<file path="src/rtl/mem_bus_pkg.sv">
// Shared constants for the two-master memory bus arbiter: state encoding,
// master indices and the default read data returned on a timed-out access.
package mem_bus_pkg;

    localparam logic ST_IDLE = 1'b0;
    localparam logic ST_BUSY = 1'b1;

    localparam logic MST_CPU = 1'b0;
    localparam logic MST_AUX = 1'b1;

    localparam logic [31:0] ERROR_RDATA_DEFAULT = 32'hFFFF_FFFF;

endpackage

</file>
<file path="src/rtl/bus_watchdog.sv">
// Transaction watchdog: counts stalled BUSY cycles and flags the cycle in which
// the count reaches TIMEOUT-1, i.e. the TIMEOUT-th cycle without a handshake.
module bus_watchdog #(
    parameter int TIMEOUT_BITS = 8,
    parameter int TIMEOUT      = 255
) (
    input  logic clk,
    input  logic nreset,
    input  logic clr,
    input  logic en,
    output logic expired
);

    localparam logic [TIMEOUT_BITS-1:0] LAST = TIMEOUT_BITS'(TIMEOUT - 1);

    logic [TIMEOUT_BITS-1:0] count_q, count_d;

    always_comb begin
        count_d = count_q;
        if (clr) begin
            count_d = '0;
        end else if (en) begin
            count_d = count_q + TIMEOUT_BITS'(1);
        end
    end

    always_ff @(posedge clk or negedge nreset) begin
        if (!nreset) begin
            count_q <= '0;
        end else begin
            count_q <= count_d;
        end
    end

    assign expired = (count_q == LAST);

endmodule

</file>
<file path="src/rtl/mem_bus_arbiter.sv">
// Round-robin arbiter sharing one memory/peripheral bus between the CPU (master 0)
// and an auxiliary requester (master 1); one grant per transaction, watchdog-bounded.
module mem_bus_arbiter
    import mem_bus_pkg::*;
#(
    parameter int                    ADDR_WIDTH   = 32,
    parameter int                    DATA_WIDTH   = 32,
    parameter int                    TIMEOUT_BITS = 8,
    parameter int                    TIMEOUT      = 255,
    parameter logic [DATA_WIDTH-1:0] ERROR_RDATA  = ERROR_RDATA_DEFAULT
) (
    input  logic                  clk,
    input  logic                  nreset,
    input  logic                  m0_valid,
    input  logic                  m0_nwr,
    input  logic [ADDR_WIDTH-1:0] m0_address,
    input  logic [DATA_WIDTH-1:0] m0_wdata,
    output logic [DATA_WIDTH-1:0] m0_rdata,
    output logic                  m0_ready,
    output logic                  m0_error,
    input  logic                  m1_valid,
    input  logic                  m1_nwr,
    input  logic [ADDR_WIDTH-1:0] m1_address,
    input  logic [DATA_WIDTH-1:0] m1_wdata,
    output logic [DATA_WIDTH-1:0] m1_rdata,
    output logic                  m1_ready,
    output logic                  m1_error,
    output logic                  s_valid,
    output logic                  s_nwr,
    output logic [ADDR_WIDTH-1:0] s_address,
    output logic [DATA_WIDTH-1:0] s_wdata,
    input  logic [DATA_WIDTH-1:0] s_rdata,
    input  logic                  s_ready,
    output logic                  grant,
    output logic                  busy,
    output logic                  bus_error,
    input  logic                  error_clear
);

    logic state_q, state_d;
    logic grant_q, grant_d;
    logic last_grant_q, last_grant_d;
    logic bus_error_q, bus_error_d;

    logic                  gnt_valid;
    logic                  complete;
    logic                  timeout;
    logic                  done;
    logic                  wd_expired;
    logic [DATA_WIDTH-1:0] rsp_data;

    assign busy      = (state_q == ST_BUSY);
    assign grant     = grant_q;
    assign bus_error = bus_error_q;

    // Slave side follows the grant register even in IDLE; only s_valid is gated.
    assign gnt_valid = (grant_q == MST_AUX) ? m1_valid   : m0_valid;
    assign s_nwr     = (grant_q == MST_AUX) ? m1_nwr     : m0_nwr;
    assign s_address = (grant_q == MST_AUX) ? m1_address : m0_address;
    assign s_wdata   = (grant_q == MST_AUX) ? m1_wdata   : m0_wdata;
    assign s_valid   = busy & gnt_valid;

    assign complete = s_valid & s_ready;
    assign timeout  = s_valid & ~s_ready & wd_expired;
    assign done     = complete | timeout;
    assign rsp_data = timeout ? ERROR_RDATA : s_rdata;

    assign m0_ready = done & (grant_q == MST_CPU);
    assign m1_ready = done & (grant_q == MST_AUX);
    assign m0_error = timeout & (grant_q == MST_CPU);
    assign m1_error = timeout & (grant_q == MST_AUX);
    assign m0_rdata = m0_ready ? rsp_data : '0;
    assign m1_rdata = m1_ready ? rsp_data : '0;

    bus_watchdog #(
        .TIMEOUT_BITS (TIMEOUT_BITS),
        .TIMEOUT      (TIMEOUT)
    ) u_watchdog (
        .clk     (clk),
        .nreset  (nreset),
        .clr     (~busy),
        .en      (s_valid & ~done),
        .expired (wd_expired)
    );

    always_comb begin
        state_d      = state_q;
        grant_d      = grant_q;
        last_grant_d = last_grant_q;
        bus_error_d  = bus_error_q;

        if (state_q == ST_IDLE) begin
            if (m0_valid | m1_valid) begin
                // Under contention the previous owner yields; last_grant resets to 1 so the CPU wins first.
                grant_d = (m0_valid & m1_valid) ? ~last_grant_q : m1_valid;
                state_d = ST_BUSY;
            end
        end else begin
            if (done) begin
                last_grant_d = grant_q;
                state_d      = ST_IDLE;
            end else if (!gnt_valid) begin
                state_d = ST_IDLE;
            end
        end

        if (timeout) begin
            bus_error_d = 1'b1;
        end else if (error_clear) begin
            bus_error_d = 1'b0;
        end
    end

    always_ff @(posedge clk or negedge nreset) begin
        if (!nreset) begin
            state_q      <= ST_IDLE;
            grant_q      <= MST_CPU;
            last_grant_q <= MST_AUX;
            bus_error_q  <= 1'b0;
        end else begin
            state_q      <= state_d;
            grant_q      <= grant_d;
            last_grant_q <= last_grant_d;
            bus_error_q  <= bus_error_d;
        end
    end

endmodule

</file>
<file path="config.mk">
export PLATFORM = sky130hd
export DESIGN_NAME = mem_bus_arbiter
export DESIGN_NICKNAME = d
export VERILOG_FILES = /design/src/rtl/mem_bus_pkg.sv /design/src/rtl/bus_watchdog.sv /design/src/rtl/mem_bus_arbiter.sv
export SDC_FILE = /design/constraint.sdc
export NUM_CORES = 1
export LEC_CHECK = 0
export BUFFER_PORTS_ARGS = -buffer_cell sky130_fd_sc_hd__buf_2
export CORE_AREA = 3 3 117 119
export CTS_BUF_LIST = sky130_fd_sc_hd__clkbuf_4
export DETAILED_ROUTE_END_ITERATION = 8
export DIE_AREA = 0 0 120 122
export PLACE_DENSITY = 0.54
export SETUP_SLACK_MARGIN = 0.1
export SLEW_MARGIN = 20
export SYNTH_ARGS = -nofsm -noshare
export SYNTH_HDL_FRONTEND = slang
export SYNTH_SLANG_ARGS = --single-unit
</file>
<file path="constraint.sdc">
create_clock -name clk -period 2.3 [get_ports clk]
set_clock_uncertainty 0.05 [all_clocks]
set_input_delay 0.345 -clock clk [delete_from_list [all_inputs] [get_ports clk]]
set_output_delay 0.345 -clock clk [all_outputs]
set_load 0.05 [all_outputs]
</file>
; ---- Word-level counts from Yosys, hierarchy flattened
; Index checks and enable logic that the tools add are counted.
[classes]
n_mux = 16
bitwise_logic = 17
n_eq_ne = 2
n_addsub = 1
n_reduce_logical = 3
[op_table]
columns = cell, count
row1 = $mux W32, 5
row2 = $mux W8, 2
row3 = $and A1 B1 Y1, 10
row4 = $mux W1, 9
row5 = $add A8 B1 Y8 const B, 1
row6 = $eq A8 B8 Y1 const B, 1
row7 = $not A1 Y1, 5
row8 = $reduce_and A2 Y1, 2
row9 = $ne A2 B1 Y1 const B, 1
row10 = $or A1 B1 Y1, 2
row11 = $reduce_bool A2 Y1, 1
[totals]
word_cells = 44
register_bits = 12
in_bits = 168

; ---- Longest topological paths before layout
[logic_depth]
ltp_word = 9
depth_mapped = 8
mapped_depth_nobuf = 6

; ---- By module
; From an unflattened synthesis, not the netlist that was laid out.
[hier_totals]
hier_cells = 219
area_unflattened_um2 = 2083.2
[modules_own_cells]
columns = module, area_per_inst_um2, cells_each, seq_area_each_um2, n_inst
row1 = mem_bus_arbiter, 1672.9, 178, 101.3, 1
row2 = bus_watchdog, 410.4, 41, 200.2, 1

; ---- Least setup slack after synthesis
; OpenSTA, ideal clock, no wires.
[synth_timing]
path_type = register to output
start = reg grant_q (netlist: grant)
end = out m0_error
arrival_ns = 2.743
stages_incl_launch_ff = 5
slack_ns = -0.838
required_ns = 1.905
cell_sequence = dfrtp_1 buf_6 buf_2 buf_1 nor4_1
[synth_between]
elab_chain_len = 5
elab_cells_between_ends = 6
[synth_lines]
columns = element, line
row1 = from (decl), mem_bus_arbiter.sv:41  ; logic grant_q, grant_d;
row2 = from (signal assigned), mem_bus_arbiter.sv:122  ; grant_q <= grant_d;
row3 = $mux W1, mem_bus_arbiter.sv:57  ; assign gnt_valid = (grant_q == MST_AUX) ? m1_valid : m0_valid;
row4 = $and A1 B1 Y1, mem_bus_arbiter.sv:61  ; assign s_valid = busy & gnt_valid;
row5 = $and A1 B1 Y1 (2 in series), mem_bus_arbiter.sv:64  ; assign timeout = s_valid & ~s_ready & wd_expired;
row6 = $and A1 B1 Y1 (*), mem_bus_arbiter.sv:70  ; assign m0_error = timeout & (grant_q == MST_CPU);
row7 = to (decl), mem_bus_arbiter.sv:20  ; output logic m0_error,
; Mark *: on every way between the ends. The rest lies on a longest branch, timed or not.

; ---- Worst setup path after layout
[layout_timing]
start = reg u_watchdog.count_q[0]
end = out m1_rdata[9]
[layout_between]
elab_chain_len = 5
elab_cells_between_ends = 6
[layout_lines]
columns = element, line
row1 = from (decl), bus_watchdog.sv:16  ; logic [TIMEOUT_BITS-1:0] count_q, count_d;
row2 = from (signal assigned), bus_watchdog.sv:31  ; count_q <= count_d;
row3 = $eq A8 B8 Y1 (*), bus_watchdog.sv:35  ; assign expired = (count_q == LAST);
row4 = $and A1 B1 Y1 (*), mem_bus_arbiter.sv:64
row5 = $or A1 B1 Y1, mem_bus_arbiter.sv:65  ; assign done = complete | timeout;
row6 = $and A1 B1 Y1, mem_bus_arbiter.sv:69  ; assign m1_ready = done & (grant_q == MST_AUX);
row7 = $mux W32 (*), mem_bus_arbiter.sv:73  ; assign m1_rdata = m1_ready ? rsp_data : '0;
row8 = to (decl), mem_bus_arbiter.sv:25  ; output logic [DATA_WIDTH-1:0] m1_rdata,
; Marks and branches as above.

==> metrics.yaml <==
timing:
  post-route-min-period_ps: 2434
  hold_violations: 0
  fin_crit_sh_pct: 105.8
  rsz0062_at_grt: "yes"
  setup_violations: 67
  worstMarginPinSlew_ps: 386.4
  max_slew_margin_pct: 74.24
  final_max_slew_viol_count: 0
  finalWorstSetupSlack_ps: -134.0
  fmax_ghz: 0.4109
logic_synthesis:
  seq_area_frac_synth_pct: 14.77
  synth_common_cells: "mux2_2 (65), o21a_1 (64), dfrtp_1 (11)"
  synth_top_area_share_pct: 35.85
  synth-edff-count: 0
  syn_inst: 214
  yosys.cell_types.count: 37
  yosys_warnings: 0
  yosys-top-cells-area: "mux2_2 (36%), o21a_1 (24%), dfrtp_1 (13%)"
  ys.flop_type: "dfrtp_1"
  syn_area_per_cell_um2: 9.542
  yosysTopAreaCell: "mux2_2"
  syn_area_mm2: 0.002042
  ys_ff_latch: 12
  yosysMostFrequentCell: "mux2_2"
  syn_nets: 384
  async_reset_ff_share_pct: 100.0
detailed_routing:
  routed_wl_mm: 13.61
  ant_nets: 0
  num_vias: 3151
  wire_per_inst_um: 18.91
  drc: 0
  drt_iter0_drc: 73
  firstDrtPassIters: 4
  post_drt_via_cell_ratio: 4.376
clock_tree:
  cts.sinks: 12
  clk_path_buf_depth: 2
  insertion_delay_ps: 280
  clock-root-buffer: "clkbuf_4"
  clkTransAtPathRegs_ps: 70
  cts_tree: "built"
  h-tree-depth: 1
  numCtsBuffers: 3
power:
  total_power_w: 0.004496
  p_leak_nw: 2.576
  ir_drop_mv: 0.5388
  power.density_mw_per_mm2: 832.0
finish:
  n_fill_cell: 1183
  layout-drive-gt1-share_pct: 90.69
  nNetsFinal: 719
  final_util_pct: 42.65
  area_growth_pct: 164.6
  insertedDiodeCount: 0
place:
  numPortBuffers: 304
  dp_hpwl_mm: 10.12
  place_congestion: 0.8207
  pre_cts_ws_ps: 53.55
setup_path:
  crit_required_ps: 1900
  worstSetupPathType: "reg -> out"
  crit_path_end_kind: "primary output"
  crit_fanout: 7
  cp.arrival_ps: 2040
  critPathLaunchType: "register"
grt:
  antenna_found_initial: 1
  grt_pass1_vias: 3240
  grt_pass1_wl_mm: 18.04
  grt_overflow_total: 0
  grt_max_degree: 72
  grt_usage_pct: 15.60
status:
  status: "complete, but fails checks"
  violations: "setup timing"
job:
  cap_viol_max_count: 0
floorplan:
  die_h_um: 122
  die-area_mm2: 0.01464
  ios: 305
  initial_core_util_pct: 16.12
  coreArea_mm2: 0.01267
  row_count: 41
  die_w_um: 120
hold_path:
  hold_class: "in -> reg"
[flip-flops by register name (all words and copies together) (netlist names)]
signal,flops
bus_error,1
busy,1
grant,1
last_grant_q,1
u_watchdog.count_q,8
[layout by cell type, fill, tap and decap left out, drive strengths merged, types with 2 or more instances in the layout]
| cell | instances |
|---|---|
| buf | 347 |
| mux2 | 65 |
| o21a | 64 |
| dfrtp | 11 |
| clkbuf | 8 |
| inv | 5 |
| nand2 | 4 |
| o21ai | 4 |
| o311ai | 4 |
| o31ai | 4 |
| nand3 | 3 |
| nor3 | 2 |
| nor2 | 2 |
| o211ai | 2 |
| o2bb2ai | 2 |
| ha | 2 |
| nand2b | 2 |
| and3 | 2 |
[where the power goes]
group | leakage, nW | internal, W | switching, W
logic | 2.40 | 0.00140 | 0.00266
clock network | 0.0184 | 0.0000790 | 0.0000755
registers | 0.158 | 0.000252 | 0.0000348
[final timing paths]
| path | from | to | slack [ps] | cells past startpoint |
|---|---|---|---|---|
| worst max-delay path | u_watchdog.count_q[0] | m1_rdata[9] | -130 | 10 |
| max in group asynchronous | nreset | last_grant_q | 1490 | 2 |
| worst min-delay path | error_clear | bus_error | 320 | 3 |
| worst max register to register | u_watchdog.count_q[1] | u_watchdog.count_q[7] | 410 | 9 |
| worst min register to register | u_watchdog.count_q[7] | u_watchdog.count_q[7] | 430 | 1 |
| min in group asynchronous | nreset | u_watchdog.count_q[6] | 420 | 2 |
[cell type report]
| cell class | count | area, um2 | share of cell area (%) |
|---|---|---|---|
| clock buffer | 4 | 30.03 | 0.5557 |
| inverter | 5 | 26.28 | 0.4862 |
| multi-input combinational | 175 | 2022 | 37.42 |
| sequential | 12 | 302.8 | 5.603 |
| tap | 172 | 215.2 | 3.982 |
| timing repair buffer | 352 | 2808 | 51.96 |
[stage by stage]
| step | instance area (um2) | hold slack [ps] | setup TNS, ps | instances |
|---|---|---|---|---|
| floorplan | 2447 | -0.5911 | -772.0 | 214 |
| global placement | 4242 | 190.7 | 0 | 690 |
| detailed placement | 4242 | 194.4 | 0 | 690 |
| CTS | 5041 | 316.6 | -5703 | 708 |
| global route | 5404 | 326.0 | -15500 | 720 |
| finish | 5404 | 322.7 | -7024 | 720 |
[what timing repair did]
action / 4_1_cts / 5_1_grt
gates cloned: 2 / 5
setup buffers: 11 / 8
hold buffers: 1 / 0
endpoints found under the setup margin: 67 / 68
endpoints found under the hold margin: 11 / 0
gates resized for setup: 179 / 47
pin swaps: 1 / 2
[worst max-delay path, stage by stage (launching register included)]
cell,delay (ps)
dfrtp_1,380
inv_1,60
ha_1,130
nand4b_1,120
buf_6,160
o21bai_4,100
and3_4,280
buf_12,130
buf_16,120
o21a_4,130
buf_8,140
[per-layer routing]
layer	global-route usage [%]	wire length, um
met1	18.00	5126
met2	29.01	7078
met3	4.271	1180
met4	2.863	214
met5	0	13
[cell families after synthesis]
group	after synthesis	share of synthesized area [%]
multiplexers	66	36.95
AO/OA/AOI/OAI	85	31.43
AND/OR/NAND/NOR	20	6.679
buffers and inverters	27	8.087
adder cells (fa/ha/maj)	2	1.225
flip-flops	12	14.77
XOR/XNOR	2	0.8580
Power figures use the tool's default switching activity.
